$ cat src/rtl/raster_hash_pkg.sv
// Shared helpers for the jitter-hash pipeline: XOR-fold tree hash and MSAA mask decode.
package raster_hash_pkg;

    localparam int HASH_MAX    = 32;
    localparam int FOLD_IN_MAX = 128;

    localparam logic [3:0] MODE_1X  = 4'b1000;
    localparam logic [3:0] MODE_4X  = 4'b0100;
    localparam logic [3:0] MODE_16X = 4'b0010;
    localparam logic [3:0] MODE_64X = 4'b0001;

    // Callers zero-extend the key to FOLD_IN_MAX; zero bits do not change any XOR.
    function automatic logic [HASH_MAX-1:0] tree_fold(input logic [FOLD_IN_MAX-1:0] in_bits,
                                                       input int out_width);
        logic [HASH_MAX-1:0] acc;
        acc = '0;
        for (int j = 0; j < FOLD_IN_MAX; j++) begin
            for (int i = 0; i < HASH_MAX; i++) begin
                if (i == (j % out_width)) begin
                    acc[i] = acc[i] ^ in_bits[j];
                end
            end
        end
        return acc;
    endfunction

    function automatic logic mode_legal(input logic [3:0] sub);
        return $onehot(sub);
    endfunction

    function automatic logic [HASH_MAX-1:0] msaa_mask(input logic [3:0] sub, input int out_width);
        logic [HASH_MAX-1:0] ones;
        logic [HASH_MAX-1:0] mask;
        for (int i = 0; i < HASH_MAX; i++) begin
            ones[i] = (i < out_width);
        end
        case (sub)
            MODE_1X:  mask = ones;
            MODE_4X:  mask = ones >> 1;
            MODE_16X: mask = ones >> 2;
            MODE_64X: mask = ones >> 3;
            default:  mask = '0;
        endcase
        return mask;
    endfunction

endpackage

$ cat src/rtl/hash_jtree_pipe_if.sv
// Sample bus between raster stages: triangle, colour and sample location with valid/ready.
interface hash_jtree_pipe_if #(
    parameter int SIGFIG = 24,
    parameter int VERTS  = 3,
    parameter int AXIS   = 3,
    parameter int COLORS = 3
);
    logic signed [VERTS-1:0][AXIS-1:0][SIGFIG-1:0] tri_S;
    logic        [COLORS-1:0][SIGFIG-1:0]          color_U;
    logic signed [1:0][SIGFIG-1:0]                 sample_S;
    logic                                          validSamp_H;
    logic                                          readySamp_H;

    modport master (
        output tri_S, color_U, sample_S, validSamp_H,
        input  readySamp_H
    );

    modport slave (
        input  tri_S, color_U, sample_S, validSamp_H,
        output readySamp_H
    );
endinterface

$ cat src/rtl/hash_jtree_stage.sv
// One pipeline slice: data word plus valid bit, both held when the enable is low.
module hash_jtree_stage #(
    parameter int WIDTH = 8
) (
    input  logic             clk,
    input  logic             rst,
    input  logic             en_i,
    input  logic             valid_i,
    input  logic [WIDTH-1:0] data_i,
    output logic             valid_o,
    output logic [WIDTH-1:0] data_o
);
    logic             valid_q, valid_d;
    logic [WIDTH-1:0] data_q, data_d;

    assign valid_d = en_i ? valid_i : valid_q;
    assign data_d  = en_i ? data_i  : data_q;

    always_ff @(posedge clk or posedge rst) begin
        if (rst) begin
            valid_q <= 1'b0;
            data_q  <= '0;
        end else begin
            valid_q <= valid_d;
            data_q  <= data_d;
        end
    end

    assign valid_o = valid_q;
    assign data_o  = data_q;
endmodule

$ cat src/rtl/hash_jtree_pipe.sv
// Jitter-hash stage: ORs a seeded, MSAA-masked XOR-fold hash of the sample position into
// its sub-pixel bits, then carries the sample through PIPE_DEPTH backpressured registers.
module hash_jtree_pipe
    import raster_hash_pkg::*;
#(
    parameter int SIGFIG         = 24,
    parameter int RADIX          = 10,
    parameter int VERTS          = 3,
    parameter int AXIS           = 3,
    parameter int COLORS         = 3,
    parameter int HASH_OUT_WIDTH = 8,
    parameter int PIPE_DEPTH     = 3
) (
    input  logic                          clk,
    input  logic                          rst,
    hash_jtree_pipe_if.slave              samp_R14,
    hash_jtree_pipe_if.master             samp_R16,
    input  logic [3:0]                    subSample_RnnnnU,
    input  logic                          jitEn_RnnnnH,
    input  logic                          frameStart_RnnnnH,
    input  logic [2*HASH_OUT_WIDTH-1:0]   seed_RnnnnU,
    output logic                          modeErr_RnnnnH
);
    localparam int HW     = HASH_OUT_WIDTH;
    localparam int KEY_W  = 2 * (SIGFIG - 4);
    localparam int SHIFT  = RADIX - HW;
    localparam int TRI_W  = VERTS * AXIS * SIGFIG;
    localparam int COL_W  = COLORS * SIGFIG;
    localparam int DATA_W = TRI_W + COL_W + 2 * SIGFIG;

    logic [2*HW-1:0] seed_q, seed_d;
    logic            mode_err_q, mode_err_d;
    logic            adv;

    assign seed_d     = frameStart_RnnnnH ? seed_RnnnnU : seed_q;
    assign mode_err_d = mode_err_q | ~mode_legal(subSample_RnnnnU);

    always_ff @(posedge clk or posedge rst) begin
        if (rst) begin
            seed_q     <= '0;
            mode_err_q <= 1'b0;
        end else begin
            seed_q     <= seed_d;
            mode_err_q <= mode_err_d;
        end
    end

    assign modeErr_RnnnnH = mode_err_q;

    logic [SIGFIG-1:0] s0, s1;
    assign s0 = samp_R14.sample_S[0];
    assign s1 = samp_R14.sample_S[1];

    // The low four bits are excluded so samples within one sub-pixel cell hash alike.
    logic [KEY_W-1:0] hx_in, hy_in;
    assign hx_in = {s1[SIGFIG-1:4], s0[SIGFIG-1:4]};
    assign hy_in = {s0[SIGFIG-1:4], s1[SIGFIG-1:4]};

    logic [HASH_MAX-1:0] fold_x, fold_y, mask;
    assign fold_x = tree_fold(FOLD_IN_MAX'(hx_in), HW);
    assign fold_y = tree_fold(FOLD_IN_MAX'(hy_in), HW);
    assign mask   = msaa_mask(subSample_RnnnnU, HW);

    logic unused_hash_hi;
    assign unused_hash_hi = ^{fold_x[HASH_MAX-1:HW], fold_y[HASH_MAX-1:HW], mask[HASH_MAX-1:HW]};

    logic [HW-1:0] jit_x, jit_y;
    assign jit_x = jitEn_RnnnnH ? ((fold_x[HW-1:0] ^ seed_q[HW-1:0])    & mask[HW-1:0]) : '0;
    assign jit_y = jitEn_RnnnnH ? ((fold_y[HW-1:0] ^ seed_q[2*HW-1:HW]) & mask[HW-1:0]) : '0;

    // Pure OR into the top HW fractional bits; the integer part never sees a carry.
    logic [SIGFIG-1:0] s0_j, s1_j;
    assign s0_j = s0 | (SIGFIG'(jit_x) << SHIFT);
    assign s1_j = s1 | (SIGFIG'(jit_y) << SHIFT);

    logic [DATA_W-1:0]   data_chain [PIPE_DEPTH+1];
    logic [PIPE_DEPTH:0] valid_chain;

    assign data_chain[0]  = {samp_R14.tri_S, samp_R14.color_U, s1_j, s0_j};
    assign valid_chain[0] = samp_R14.validSamp_H;

    generate
        for (genvar gi = 0; gi < PIPE_DEPTH; gi++) begin : g_stage
            hash_jtree_stage #(
                .WIDTH (DATA_W)
            ) u_stage (
                .clk     (clk),
                .rst     (rst),
                .en_i    (adv),
                .valid_i (valid_chain[gi]),
                .data_i  (data_chain[gi]),
                .valid_o (valid_chain[gi+1]),
                .data_o  (data_chain[gi+1])
            );
        end
    endgenerate

    // Whole pipe moves in lockstep; bubbles travel with it rather than being squeezed out.
    assign adv                  = ~valid_chain[PIPE_DEPTH] | samp_R16.readySamp_H;
    assign samp_R14.readySamp_H = adv;
    assign samp_R16.validSamp_H = valid_chain[PIPE_DEPTH];
    assign {samp_R16.tri_S, samp_R16.color_U, samp_R16.sample_S} = data_chain[PIPE_DEPTH];

endmodule

$ cat src/flat_wrapper.sv
// flat-port wrapper written by rule: the top's interface ports become plain ports
module hash_jtree_pipe_flat import raster_hash_pkg::*;
#(
    parameter int SIGFIG         = 24,
    parameter int RADIX          = 10,
    parameter int VERTS          = 3,
    parameter int AXIS           = 3,
    parameter int COLORS         = 3,
    parameter int HASH_OUT_WIDTH = 8,
    parameter int PIPE_DEPTH     = 3
)
  (clk, rst, subSample_RnnnnU, jitEn_RnnnnH, frameStart_RnnnnH, seed_RnnnnU, modeErr_RnnnnH, samp_R14_tri_S, samp_R14_color_U, samp_R14_sample_S, samp_R14_validSamp_H, samp_R14_readySamp_H, samp_R16_tri_S, samp_R16_color_U, samp_R16_sample_S, samp_R16_validSamp_H, samp_R16_readySamp_H);
  hash_jtree_pipe_if #(.SIGFIG(SIGFIG), .VERTS(VERTS), .AXIS(AXIS), .COLORS(COLORS)) samp_R14_i ();
  hash_jtree_pipe_if #(.SIGFIG(SIGFIG), .VERTS(VERTS), .AXIS(AXIS), .COLORS(COLORS)) samp_R16_i ();
  input  logic clk;
  input  logic rst;
  input  logic [3:0] subSample_RnnnnU;
  input  logic jitEn_RnnnnH;
  input  logic frameStart_RnnnnH;
  input  logic [2*HASH_OUT_WIDTH-1:0] seed_RnnnnU;
  output logic modeErr_RnnnnH;
  input wire logic [$bits(samp_R14_i.tri_S)-1:0] samp_R14_tri_S;
  input wire logic [$bits(samp_R14_i.color_U)-1:0] samp_R14_color_U;
  input wire logic [$bits(samp_R14_i.sample_S)-1:0] samp_R14_sample_S;
  input wire logic [$bits(samp_R14_i.validSamp_H)-1:0] samp_R14_validSamp_H;
  output wire logic [$bits(samp_R14_i.readySamp_H)-1:0] samp_R14_readySamp_H;
  output wire logic [$bits(samp_R16_i.tri_S)-1:0] samp_R16_tri_S;
  output wire logic [$bits(samp_R16_i.color_U)-1:0] samp_R16_color_U;
  output wire logic [$bits(samp_R16_i.sample_S)-1:0] samp_R16_sample_S;
  output wire logic [$bits(samp_R16_i.validSamp_H)-1:0] samp_R16_validSamp_H;
  input wire logic [$bits(samp_R16_i.readySamp_H)-1:0] samp_R16_readySamp_H;
  assign samp_R14_i.tri_S = samp_R14_tri_S;
  assign samp_R14_i.color_U = samp_R14_color_U;
  assign samp_R14_i.sample_S = samp_R14_sample_S;
  assign samp_R14_i.validSamp_H = samp_R14_validSamp_H;
  assign samp_R14_readySamp_H = samp_R14_i.readySamp_H;
  assign samp_R16_tri_S = samp_R16_i.tri_S;
  assign samp_R16_color_U = samp_R16_i.color_U;
  assign samp_R16_sample_S = samp_R16_i.sample_S;
  assign samp_R16_validSamp_H = samp_R16_i.validSamp_H;
  assign samp_R16_i.readySamp_H = samp_R16_readySamp_H;
  hash_jtree_pipe #(.SIGFIG(SIGFIG), .RADIX(RADIX), .VERTS(VERTS), .AXIS(AXIS), .COLORS(COLORS), .HASH_OUT_WIDTH(HASH_OUT_WIDTH), .PIPE_DEPTH(PIPE_DEPTH)) u_core (.clk(clk), .rst(rst), .samp_R14(samp_R14_i), .samp_R16(samp_R16_i), .subSample_RnnnnU(subSample_RnnnnU), .jitEn_RnnnnH(jitEn_RnnnnH), .frameStart_RnnnnH(frameStart_RnnnnH), .seed_RnnnnU(seed_RnnnnU), .modeErr_RnnnnH(modeErr_RnnnnH));
endmodule
$ cat config.mk
export PLATFORM = sky130hd
export DESIGN_NAME = hash_jtree_pipe_flat
export DESIGN_NICKNAME = d
export VERILOG_FILES = /design/src/rtl/raster_hash_pkg.sv /design/src/rtl/hash_jtree_pipe_if.sv /design/src/rtl/hash_jtree_stage.sv /design/src/rtl/hash_jtree_pipe.sv /design/src/flat_wrapper.sv
export SDC_FILE = /design/constraint.sdc
export NUM_CORES = 2
export LEC_CHECK = 0
export BUFFER_PORTS_ARGS = -buffer_cell sky130_fd_sc_hd__buf_2
export CAP_MARGIN = 15
export CORE_ASPECT_RATIO = 0.9
export CORE_UTILIZATION = 30
export DETAILED_ROUTE_END_ITERATION = 6
export GPL_TIMING_DRIVEN = 0
export MAX_ROUTING_LAYER = met4
export SYNTH_ARGS = -nofsm -noshare
export SYNTH_HDL_FRONTEND = slang
export SYNTH_SLANG_ARGS = --single-unit --ignore-timing --ignore-initial --compat-mode --unroll-limit 50000
$ cat constraint.sdc
create_clock -name clk -period 68.2 [get_ports clk]
set_clock_uncertainty 0.15 [all_clocks]
set_input_delay 6.82 -clock clk [delete_from_list [all_inputs] [get_ports clk]]
set_output_delay 6.82 -clock clk [all_outputs]
set_load 0.01 [all_outputs]
# Yosys cells after proc, flatten, opt, wreduce, memory -nomap -nowiden
# Cells that the tools add are included.
[classes]
n_addsub = 3
muxes = 3
n_bitwise = 74
eq_ne = 5
[op_table]
columns = ["op", "n"]
rows = [
  ["$xor A1 B1 Y1", 64],
  ["$or A24 B10 Y24", 2],
  ["$pmux W8 S4", 1],
  ["$and A8 B8 Y8", 2],
  ["$mux W8", 2],
  ["$xor A8 B8 Y8", 2],
  ["$add A1 B1 Y2", 2],
  ["$eq A4 B1 Y1 const B", 1],
  ["$eq A4 B2 Y1 const B", 1],
  ["$eq A4 B3 Y1 const B", 1],
  ["$eq A4 B4 Y1 const B", 1],
  ["$add A3 B3 Y3", 1],
  ["$eq A3 B1 Y1 const B", 1],
  ["$not A1 Y1", 2],
  ["$or A1 B1 Y1", 2],
]
[word_totals]
inputBits = 362
register_bits = 1028
out_inout_bits = 339

# Longest topological paths before layout
[depth]
depth_word = 8
ltp_mapped = 8
mapped_depth_nobuf = 6

# By module
# From an unflattened synthesis, not the netlist that was laid out.
[hier_totals]
hier_cells = 2257
area_unflattened_um2 = 44247.4
[modules_own_cells]
columns = ["module", "seq_area_each_um2", "area_each_um2", "n_inst", "cells_each"]
rows = [
  ["hash_jtree_stage", 8433.1, 14187.4, 3, 713],
  ["hash_jtree_pipe", 425.4, 1685.4, 1, 118],
]

# Least setup slack after synthesis
# No wires, ideal clock.
[synth_path]
path_kind = "input to output"
startpoint = "in samp_R16_readySamp_H"
endpoint = "out samp_R14_readySamp_H"
path_stages = 5
required_ps = 61230
t_arrival_ps = 7546
path_buffers = 3
path_slack_ps = 53684
cell_sequence = "nor2b_1 buf_2 inv_2 buf_2 clkbuf_1"
[synth_via]
elab_chain_cells = 1
[synth_lines]
columns = ["element", "line_no", "rtl"]
rows = [
  ["start: declaration", "flat_wrapper.sv:31", "input wire logic [$bits(samp_R16_i.readySamp_H)-1:0] samp_R16_readySamp_H;"],
  ["$or A1 B1 Y1", "hash_jtree_pipe.sv:99", "assign adv = ~valid_chain[PIPE_DEPTH] | samp_R16.readySamp_H;"],
  ["end: declaration", "flat_wrapper.sv:26", "output wire logic [$bits(samp_R14_i.readySamp_H)-1:0] samp_R14_readySamp_H;"],
]
# Every way passes these cells.

# Worst setup path after layout
# Same ends and word-level chain as after synthesis.

==> flow_metrics.tcl <==
set metrics [dict create \
    wl_per_cell_microns 16.55 \
    wl_microns 123600 \
    reg2reg_depth 8 \
    slew_violations 0 \
    dieArea_sq_um 139800 \
    drive_above_1_share 0.2291 \
    cp-end-kind "output port" \
    pwr-share-seq 0.417 \
    drtPass1Iterations 6 \
    drtIter0Drc 1835 \
    core_sq_um 137400 \
    power_density_nw_per_um2 44.12 \
    grt_overflow_total 0 \
    area_growth_pct 23.87 \
    yosysUniqueCellTypes 26 \
    tightest_slew_ns 1.021 \
    place_congestion 0.9123 \
    cts.clk_slew.worst_paths_ns 0.06 \
    post-route-min-period_ns 15.34 \
    finalNetCount 5902 \
    switching_share 0.3437 \
    cp.arrival_ns 8.37 \
    finalHoldViolCount 0 \
    ys_warn_count 0 \
    ios 701 \
    die_width_microns 394.0 \
    switching_power_mw 0.7793 \
    clockRootBuffer "clkbuf_16" \
    cap_violations 0 \
    rsz0062_at_grt "false" \
    synth_cells 4709 \
    grt_usage 0.1812 \
    cts_setup_buffers 0 \
    cts_hold_buf 0 \
    min_period_over_period 0.2250 \
    path_max_fanout 11 \
    cts_made_buffers 110 \
    grt_pass1_vias 31380 \
    finalInstanceArea_sq_um 51390 \
    yosysTopAreaCell "dfrtp_1" \
    dpl_cell_area_sq_um 47560 \
    ant_nets 0 \
    htreeDepth 3 \
    cts.sinks 1028 \
    fp.dieH_microns 354.8 \
    required_ns 61.23 \
    clock_path_buffers 3 \
    intPower_mw 1.488 \
    initial_utilization 0.3020 \
    cts_resized 0 \
    synth-seq-area-share 0.6201 \
    worstSkewPairLatency_ns 0.72 \
    fp-row-count 129 \
    grt_pass1_wl_microns 187900 \
    synth_area_sq_um 41490 \
    num_vias 31570 \
    comb_power_share 0.309 \
    port_buffers 699 \
    synthDominantCellAreaShare 0.6201 \
    startpoint_type "input port" \
    yosys-top-cells-area "dfrtp_1 (62%), nand2_1 (27%), buf_4 (6.1%)" \
    syn_avg_cell_area_sq_um 8.810 \
    drc 0 \
    antenna_found_initial 23 \
    clkPwrFrac 0.274 \
    critical_path_class "input port to output port" \
    grt_max_degree 130 \
    finalSetupTns_ns 0 \
    slew_headroom 0.3193 \
    hold_depth 2 \
    viasPerCell 4.227 \
    p_leak_nw 28.45 \
    max_freq_mhz 65.18 \
    syn_nets 5081 \
    cts_tree "done" \
    holdCritPathClass "flop to flop" \
    post-dp-hpwl_microns 92040 \
    ir_drop_mv 0.03316 \
    synth-seq-cells 1028 \
    status "finished clean" \
    setup_viol 0 \
]
-- registers in the layout, summed over array words and instances, names as in the netlist --
signal	flops
u_core.g_stage.u_stage.data_o	1008
u_core.seed_q	16
u_core.g_stage.u_stage.valid_o	3
u_core.modeErr_RnnnnH	1
-- power groups by stage --
| stage | Combinational, mW | Clock (mW) | Sequential (mW) |
|---|---|---|---|
| floorplan | 0.454 | 0 | 0.927 |
| global placement | 0.705 | 0 | 0.956 |
| detailed placement | 0.717 | 0 | 0.956 |
| CTS | 0.718 | 0.638 | 0.947 |
| global route | 0.782 | 0.661 | 0.974 |
| finish | 0.701 | 0.620 | 0.946 |
-- critical path, stage by stage --
cell and delay (ns):
buf_2 0.08, nor2b_1 0.04, buf_2 0.15, inv_2 0.18, buf_2 0.41, clkbuf_1 0.43, buf_2 0.24
-- cell usage after synthesis --
| library cell | instances |
|---|---|
| a21oi_2 | 1 |
| nand2b_1 | 1 |
| o2bb2ai_1 | 14 |
| or3_1 | 2 |
| ha_1 | 9 |
| clkbuf_1 | 182 |
| or4b_2 | 1 |
| inv_1 | 5 |
| nor2b_1 | 1 |
| a21boi_0 | 1 |
| dfrtp_1 | 1028 |
| buf_1 | 7 |
| xnor3_1 | 8 |
| inv_2 | 1 |
| nor2_1 | 30 |
| nor4b_1 | 2 |
| o21ai_1 | 1 |
| fa_1 | 1 |
| and4_1 | 1 |
| and4_4 | 1 |
| o21ai_0 | 1 |
| buf_4 | 336 |
| nand2_1 | 2991 |
| mux2_2 | 16 |
| buf_2 | 38 |
| xnor2_1 | 30 |
-- routing by layer --
metal,track usage,share of wire,up-vias
li1,-,-,15550
met1,0.2284,0.44,15120
met2,0.2917,0.48,684
met3,0.03507,0.047,211
met4,0.06163,0.031,0
met5,-,0,-
-- path summary, 6_finish.rpt --
check / slack (ns) / from / end
setup / recovery: 52.86 / samp_R16_readySamp_H / samp_R14_readySamp_H
hold / removal: 0.30 / u_core.g_stage[1].u_stage.data_o[124]$_DFFE_PP0P_ / u_core.g_stage[2].u_stage.data_o[124]$_DFFE_PP0P_
setup reg to reg: 65.40 / u_core.g_stage[2].u_stage.valid_o$_DFFE_PP0P_ / u_core.g_stage[0].u_stage.data_o[258]$_DFFE_PP0P_
hold reg to reg: 0.30 / u_core.g_stage[1].u_stage.data_o[124]$_DFFE_PP0P_ / u_core.g_stage[2].u_stage.data_o[124]$_DFFE_PP0P_
max in group asynchronous: 59.43 / rst / u_core.g_stage[0].u_stage.data_o[295]$_DFFE_PP0P_
min in group asynchronous: 5.91 / rst / u_core.g_stage[2].u_stage.data_o[83]$_DFFE_PP0P_
-- cells by family after synthesis --
family	after synthesis	synth area share
compound gates	18	0.003589
fa+ha+maj	10	0.003197
flops	1028	0.6201
simple gates	3030	0.2751
mux	16	0.004343
xor+xnor	38	0.01068
buf+inv	569	0.08303
-- layout by cell type (no fill, tap or decap), types with 2 or more instances in the layout --
master      instances
dfrtp_1          1028
inv_6               5
clkinvlp_4          4
clkbuf_16         111
mux2_2             16
buf_16             10
nor4b_1             2
clkinv_2           17
clkinv_4            3
o2bb2ai_1          14
nand2_1          2991
bufinv_16           9
buf_1               7
xnor3_1             8
inv_16              2
diode_2            16
clkbuf_1          199
nor2_1             30
xnor2_1            30
or3_1               2
clkbuf_8           29
buf_4             336
inv_1               4
ha_1                9
buf_2             737
-- per-stage QoR --
step	util	setup WS, ns	power, mW	hold slack, ns	cells
6_report	0.3741	52.86	2.267	0.2964	7468
5_1_grt	0.3741	52.76	2.418	0.3153	7465
4_1_cts	0.3738	52.80	2.303	0.2880	7452
3_5_place_dp	0.3463	52.80	1.672	0.3039	7252
3_3_place_gp	0.3442	20.72	1.662	0.2983	7242
2_1_floorplan	-	32.30	1.381	0.2800	4709
-- final cells by class --
type | count | area [sq um]
timing repair buffer | 709 | 3774
sequential | 1028 | 25720
fill | 14190 | 85970
inverter | 6 | 30.03
clock inverter | 42 | 541.8
multi-input combinational | 3112 | 12320
clock buffer | 158 | 3244
buffer | 563 | 3423
tap | 1834 | 2295
antenna | 16 | 40.04
Note: power is estimated with default switching activity, not from simulation.
